<file path="src/rtl/enc_pkg.sv">
// Shared constants and helpers for the request priority encoder.
// Helpers work on a fixed maximum width; callers cast to their own width.
package enc_pkg;

    localparam int unsigned NumReqDefault = 8;
    localparam int unsigned CodeWDefault  = $clog2(NumReqDefault);
    localparam int unsigned MaxN          = 64;

    function automatic logic [MaxN-1:0] onehot(input logic [7:0] idx);
        logic [MaxN-1:0] v;
        v = MaxN'(1) << idx;
        return v;
    endfunction

    function automatic logic [7:0] popcount(input logic [MaxN-1:0] v);
        logic [7:0] cnt;
        cnt = '0;
        for (int i = 0; i < int'(MaxN); i++) begin
            cnt = cnt + {7'd0, v[i]};
        end
        return cnt;
    endfunction

endpackage

</file>
<file path="src/rtl/prio_enc_comb.sv">
// Combinational priority encoder: lowest set index wins.
module prio_enc_comb #(
    parameter int unsigned N = 8,
    parameter int unsigned W = $clog2(N)
) (
    input  logic [N-1:0] in_bits,
    output logic [W-1:0] sel,
    output logic         any
);

    always_comb begin
        sel = '0;
        // Scan high to low so the lowest set index is the last to overwrite sel.
        for (int i = int'(N) - 1; i >= 0; i--) begin
            if (in_bits[i]) begin
                sel = W'(i);
            end
        end
        any = |in_bits;
    end

endmodule

</file>
<file path="src/rtl/req_priority_encoder.sv">
// Sticky pending set of request lines, served lowest index first as binary codes
// with a registered valid/ready output and a saturating coalesce counter.
module req_priority_encoder
    import enc_pkg::*;
#(
    parameter int unsigned N    = NumReqDefault,
    parameter int unsigned CNTW = 8
) (
    input  logic            clk,
    input  logic            reset_n,
    input  logic [N-1:0]    req_i,
    output logic            out_valid,
    input  logic            out_ready,
    output logic [$clog2(N)-1:0] out_code,
    output logic [N-1:0]    pending_o,
    output logic [CNTW-1:0] coalesce_cnt
);

    localparam int unsigned W    = $clog2(N);
    localparam int unsigned SumW = CNTW + 8;
    localparam logic [CNTW-1:0] CntMax = {CNTW{1'b1}};

    // The valid flag is the only state: IDLE has no code, HOLD presents one.
    localparam logic StIdle = 1'b0;
    localparam logic StHold = 1'b1;

    logic            state_q, state_d;
    logic [W-1:0]    code_q, code_d;
    logic [N-1:0]    pending_q, pending_d;
    logic [CNTW-1:0] cnt_q, cnt_d;

    logic         fire;
    logic         load;
    logic         take;
    logic [W-1:0] sel;
    logic         any;
    logic [N-1:0] remove_mask;
    logic [N-1:0] hits;
    logic [7:0]   hit_cnt;
    logic [SumW-1:0] cnt_sum;

    prio_enc_comb #(
        .N (N),
        .W (W)
    ) u_prio_enc (
        .in_bits (pending_q),
        .sel     (sel),
        .any     (any)
    );

    always_comb begin
        fire = (state_q == StHold) & out_ready;
        load = (state_q == StIdle) | fire;
        take = load & any;
        remove_mask = take ? N'(onehot(8'(sel))) : '0;
        // A request on the bit being removed re-sets it in the same edge.
        pending_d = (pending_q & ~remove_mask) | req_i;
    end

    always_comb begin
        state_d = state_q;
        code_d  = code_q;
        case (state_q)
            StIdle: begin
                if (any) begin
                    state_d = StHold;
                end
            end
            StHold: begin
                if (fire && !any) begin
                    state_d = StIdle;
                end
            end
            default: state_d = StIdle;
        endcase
        if (take) begin
            code_d = sel;
        end
    end

    // Merges only count when the bit stays pending; a remove/request race is a re-arm.
    always_comb begin
        hits    = req_i & pending_q & ~remove_mask;
        hit_cnt = popcount(MaxN'(hits));
        cnt_sum = SumW'(cnt_q) + SumW'(hit_cnt);
        if (cnt_sum > SumW'(CntMax)) begin
            cnt_d = CntMax;
        end else begin
            cnt_d = cnt_sum[CNTW-1:0];
        end
    end

    always_ff @(posedge clk or negedge reset_n) begin
        if (!reset_n) begin
            state_q   <= StIdle;
            code_q    <= '0;
            pending_q <= '0;
            cnt_q     <= '0;
        end else begin
            state_q   <= state_d;
            code_q    <= code_d;
            pending_q <= pending_d;
            cnt_q     <= cnt_d;
        end
    end

    assign out_valid    = state_q;
    assign out_code     = code_q;
    assign pending_o    = pending_q;
    assign coalesce_cnt = cnt_q;

endmodule

</file>
<file path="config.mk">
export PLATFORM = sky130hd
export DESIGN_NAME = req_priority_encoder
export DESIGN_NICKNAME = d
export VERILOG_FILES = /design/src/rtl/enc_pkg.sv /design/src/rtl/prio_enc_comb.sv /design/src/rtl/req_priority_encoder.sv
export SDC_FILE = /design/constraint.sdc
export NUM_CORES = 1
export LEC_CHECK = 0
export ABC_AREA = 1
export CORE_ASPECT_RATIO = 0.7
export CORE_UTILIZATION = 51
export CTS_BUF_LIST = sky130_fd_sc_hd__clkbuf_8
export DETAILED_ROUTE_END_ITERATION = 7
export PLACE_DENSITY = 0.93
export SLEW_MARGIN = 5
export SYNTH_ARGS = -nofsm -noshare
export SYNTH_HDL_FRONTEND = slang
export SYNTH_SLANG_ARGS = --single-unit
</file>
<file path="constraint.sdc">
create_clock -name clk -period 4.75 [get_ports clk]
set_input_delay 0.7125 -clock clk [delete_from_list [all_inputs] [get_ports clk]]
set_output_delay 0.7125 -clock clk [all_outputs]
set_load 0.01 [all_outputs]
</file>
==> impl_metrics.py <==
metrics = {
    "cts": {
        "cts_tree": "done",
        "ctsHoldBuffers": 0,
        "cts_buffers": 3,
        "htree_num_levels": 1,
        "cts.sinks": 20,
        "cts.clk_slew.worst_paths_ns": 0.08,
        "clk_latency_ns": 0.27,
        "cts_buffer_depth": 2,
        "root_buffer": "clkbuf_8",
    },
    "critical_path": {
        "crit_required_ns": 4.96,
        "critPathKind": "in2reg",
        "path_buf_inv": 6,
        "r2r-start": "pending_o[0]$_DFF_PN0_",
        "crit_path_frequent_cell": "inv_1",
        "startpoint_type": "primary input",
        "slowest_delay_ns": 0.57,
        "critPathSlowestCell": "fa_1",
        "end_kind": "register",
        "crit_arrival_ns": 4.83,
        "crit_family": "adder cells",
        "cp_max_fo": 4,
        "worstPathCellList": "clkdlybuf4s50_1 -> or2_4 -> nand2_1 -> o21ai_2 -> nor2_1 -> fa_1 -> inv_1 -> fa_1 -> inv_1 -> fa_1 -> fa_2 -> inv_1 -> fa_1 -> inv_1 -> nand3_1 -> nand2_1 -> nand2_1 -> nor2_1 -> nor2_1 -> nand3_1 -> nand2_1 -> inv_1",
        "crit_start": "out_ready",
    },
    "power_and_ir_drop": {
        "power_density_nw_per_um2": 576,
        "fin_total_pwr_uw": 996,
        "p_leak_nw": 0.910,
        "irDropWorstVdd_mv": 0.452,
    },
    "placement": {
        "place_area_sq_um": 1630,
        "hpwlAfterDp_um": 2400,
        "gp_congestion": 0.885,
        "dp.cells": 226,
        "io_buffers": 30,
    },
    "layout": {
        "final_util_pct": 77.2,
        "fillers": 137,
        "drive_above_1_share_pct": 15.1,
        "antenna_cells": 0,
        "fin_area_sq_um": 1730,
        "syn_to_final_growth_pct": 36.3,
        "nNetsFinal": 222,
        "stdcell_count": 231,
    },
    "die": {
        "core.rowCount": 14,
        "initial_core_util_pct": 56.6,
        "die_h_um": 43.8,
        "fp.dieW_um": 61.6,
        "io_pins": 31,
        "core_area_sq_um": 2240,
        "dieArea_sq_um": 2700,
    },
    "synth": {
        "synth_area_leaders": "dfrtp_1, nand2_1, inv_1",
        "synth.largest_area_cell": "dfrtp_1",
        "yosys_warnings": 0,
        "ys_ff_latch": 20,
        "yosysMostFrequentCell": "nand2_1",
        "synth_area_per_cell_sq_um": 7.89,
        "ys_top_cells_by_count": "nand2_1, inv_1, dfrtp_1",
        "synth_edf_count": 0,
        "yosysSeqAreaShare_pct": 39.4,
        "yosys_most_used_dff": "dfrtp_1",
        "syn-num-nets": 183,
        "yosys.area.top_type_share_pct": 39.4,
        "async_reset_ff_share_pct": 100,
        "syn_area_sq_um": 1270,
        "ys_types": 23,
        "netlist_instances": 161,
    },
    "timing": {
        "fin_crit_sh_pct": 97.2,
        "tightest_slew_ns": 0.905,
        "finalSetupViolCount": 0,
        "skew_ns": 0.00689,
        "fmax_ghz": 0.217,
        "finalHoldViolCount": 0,
        "period_minus_slack_ns": 4.62,
        "slew_viol_final": 0,
        "max_slew_margin_pct": 39.4,
    },
    "route": {
        "wl_um": 3300,
        "drtPass1Iterations": 4,
        "post_drt_wl_per_cell_um": 14.3,
        "vias": 1216,
        "dr_wl_met3_um": 259,
        "antenna_left": 0,
        "via_per_inst": 5.26,
        "dr_wl_met2_um": 1650,
        "drt-met1-wl_um": 1280,
        "top_layer_used": "met4",
        "drc": 0,
        "drt_iter0_drc": 72,
    },
    "hold_path": {
        "hp-class": "reg2reg",
        "worstHoldStart": "out_code[1]$_DFFE_PN0P_",
    },
    "grt": {
        "grt_first_pass_wirelength_um": 5110,
        "antenna_found_initial": 0,
        "grt.total_usage_pct": 27.1,
        "overflow": 0,
        "first_global_vias": 1128,
        "grt_start_max_net_pins": 21,
    },
    "run_status": {
        "status": "finished clean",
    },
    "flow_run": {
        "cap_violations": 0,
    },
}
area by class of cell:
type / count / area [sq um] / share of cell area, %
Timing Repair Buffer: 34 / 330 / 19.1
Sequential cell: 20 / 500 / 28.9
Multi-Input combinational cell: 105 / 653 / 37.7
Inverter: 36 / 135 / 7.81
Clock inverter: 1 / 30.0 / 1.74
Clock buffer: 3 / 41.3 / 2.39
Tap cell: 32 / 40.0 / 2.31
layout by cell type (no fill, tap or decap):
master / synthesis / routed
nand2_1: 46 / 46
inv_1: 32 / 32
clkdlybuf4s50_1: 0 / 30
dfrtp_1: 20 / 20
nor2_1: 10 / 10
nand3_1: 8 / 8
ha_1: 6 / 6
nor2_2: 5 / 5
inv_2: 4 / 4
o21ai_2: 1 / 4
fa_1: 5 / 4
buf_4: 0 / 4
nand3_2: 3 / 3
clkbuf_8: 0 / 3
nand4_1: 2 / 2
o21ai_0: 4 / 2
a21oi_1: 2 / 2
o21ai_1: 3 / 2
xnor2_1: 2 / 2
nand2_2: 2 / 1
nor2_4: 1 / 1
or2_4: 1 / 1
a21oi_2: 1 / 1
a21o_1: 1 / 1
nand2_4: 0 / 1
or2_1: 1 / 1
xor2_1: 1 / 1
fa_2: 0 / 1
bufinv_16: 0 / 1
worst reg2reg max path, cell delays in order, from the launching register on:
cell	delay, ns
dfrtp_1	0.47
nor2_2	0.07
inv_2	0.09
nor2_4	0.04
inv_2	0.08
nand2_1	0.13
o21ai_2	0.19
nor2_1	0.08
fa_1	0.52
inv_1	0.07
fa_1	0.56
inv_1	0.07
fa_1	0.57
fa_2	0.22
inv_1	0.05
fa_1	0.37
inv_1	0.08
nand3_1	0.06
nand2_1	0.11
nand2_1	0.09
nor2_1	0.16
nor2_1	0.06
nand3_1	0.06
nand2_1	0.06
inv_1	0.06
path summary, 6_finish.rpt:
kind                       slack (ns)                   endpoint  depth (start not counted)
setup / recovery                 0.13  coalesce_cnt[7]$_DFF_PN0_                         22
hold / removal                   0.50    out_code[1]$_DFFE_PN0P_                          2
setup reg to reg                 0.39  coalesce_cnt[7]$_DFF_PN0_                         24
hold reg to reg                  0.50    out_code[1]$_DFFE_PN0P_                          2
max in group asynchronous        3.24     pending_o[6]$_DFF_PN0_                          1
min in group asynchronous        0.95  coalesce_cnt[5]$_DFF_PN0_                          1
layer usage:
| metal | up-vias | track usage, % |
|---|---|---|
| met5 | - | 0 |
| met4 | 0 | 12.0 |
| met3 | 14 | 5.67 |
| met2 | 68 | 45.4 |
| met1 | 570 | 33.7 |
| li1 | 564 | - |
metrics by stage:
step | worst slack (ns) | hold WS (ns) | TNS [ns]
6_report | 0.134 | 0.500 | 0
5_1_grt | -0.0750 | 0.528 | -0.179
4_1_cts | 0.111 | 0.505 | 0
3_5_place_dp | -0.108 | 0.485 | -0.447
3_3_place_gp | 0.100 | 0.462 | 0
2_1_floorplan | 0.635 | 0.417 | 0
registers in the layout, indices dropped and copies added, names as in the netlist:
name          flops
pending_o         8
coalesce_cnt      8
out_code          3
out_valid         1
what timing repair did:
| item | in CTS | in global routing |
|---|---|---|
| buffers inserted | 0 | 1 |
| resized for setup | 0 | 7 |
| endpoints found under the hold margin | 0 | 0 |
| setup endpoints to repair | 0 | 8 |
report_power, final:
| part | internal [mW] | leakage [nW] | switching (mW) | total (mW) |
|---|---|---|---|---|
| Clock | 0.113 | 0.0357 | 0.0622 | 0.175 |
| Sequential | 0.215 | 0.213 | 0.0367 | 0.251 |
| Combinational | 0.261 | 0.662 | 0.309 | 0.570 |
cell families after synthesis:
family          share of synthesized area, %
buf+inv                                 10.6
xor+xnor                                2.07
compound gates                          5.52
flops                                   39.4
simple gates                            28.6
fa+ha+maj                               13.8
No activity file was read; power rests on OpenSTA's default activity.
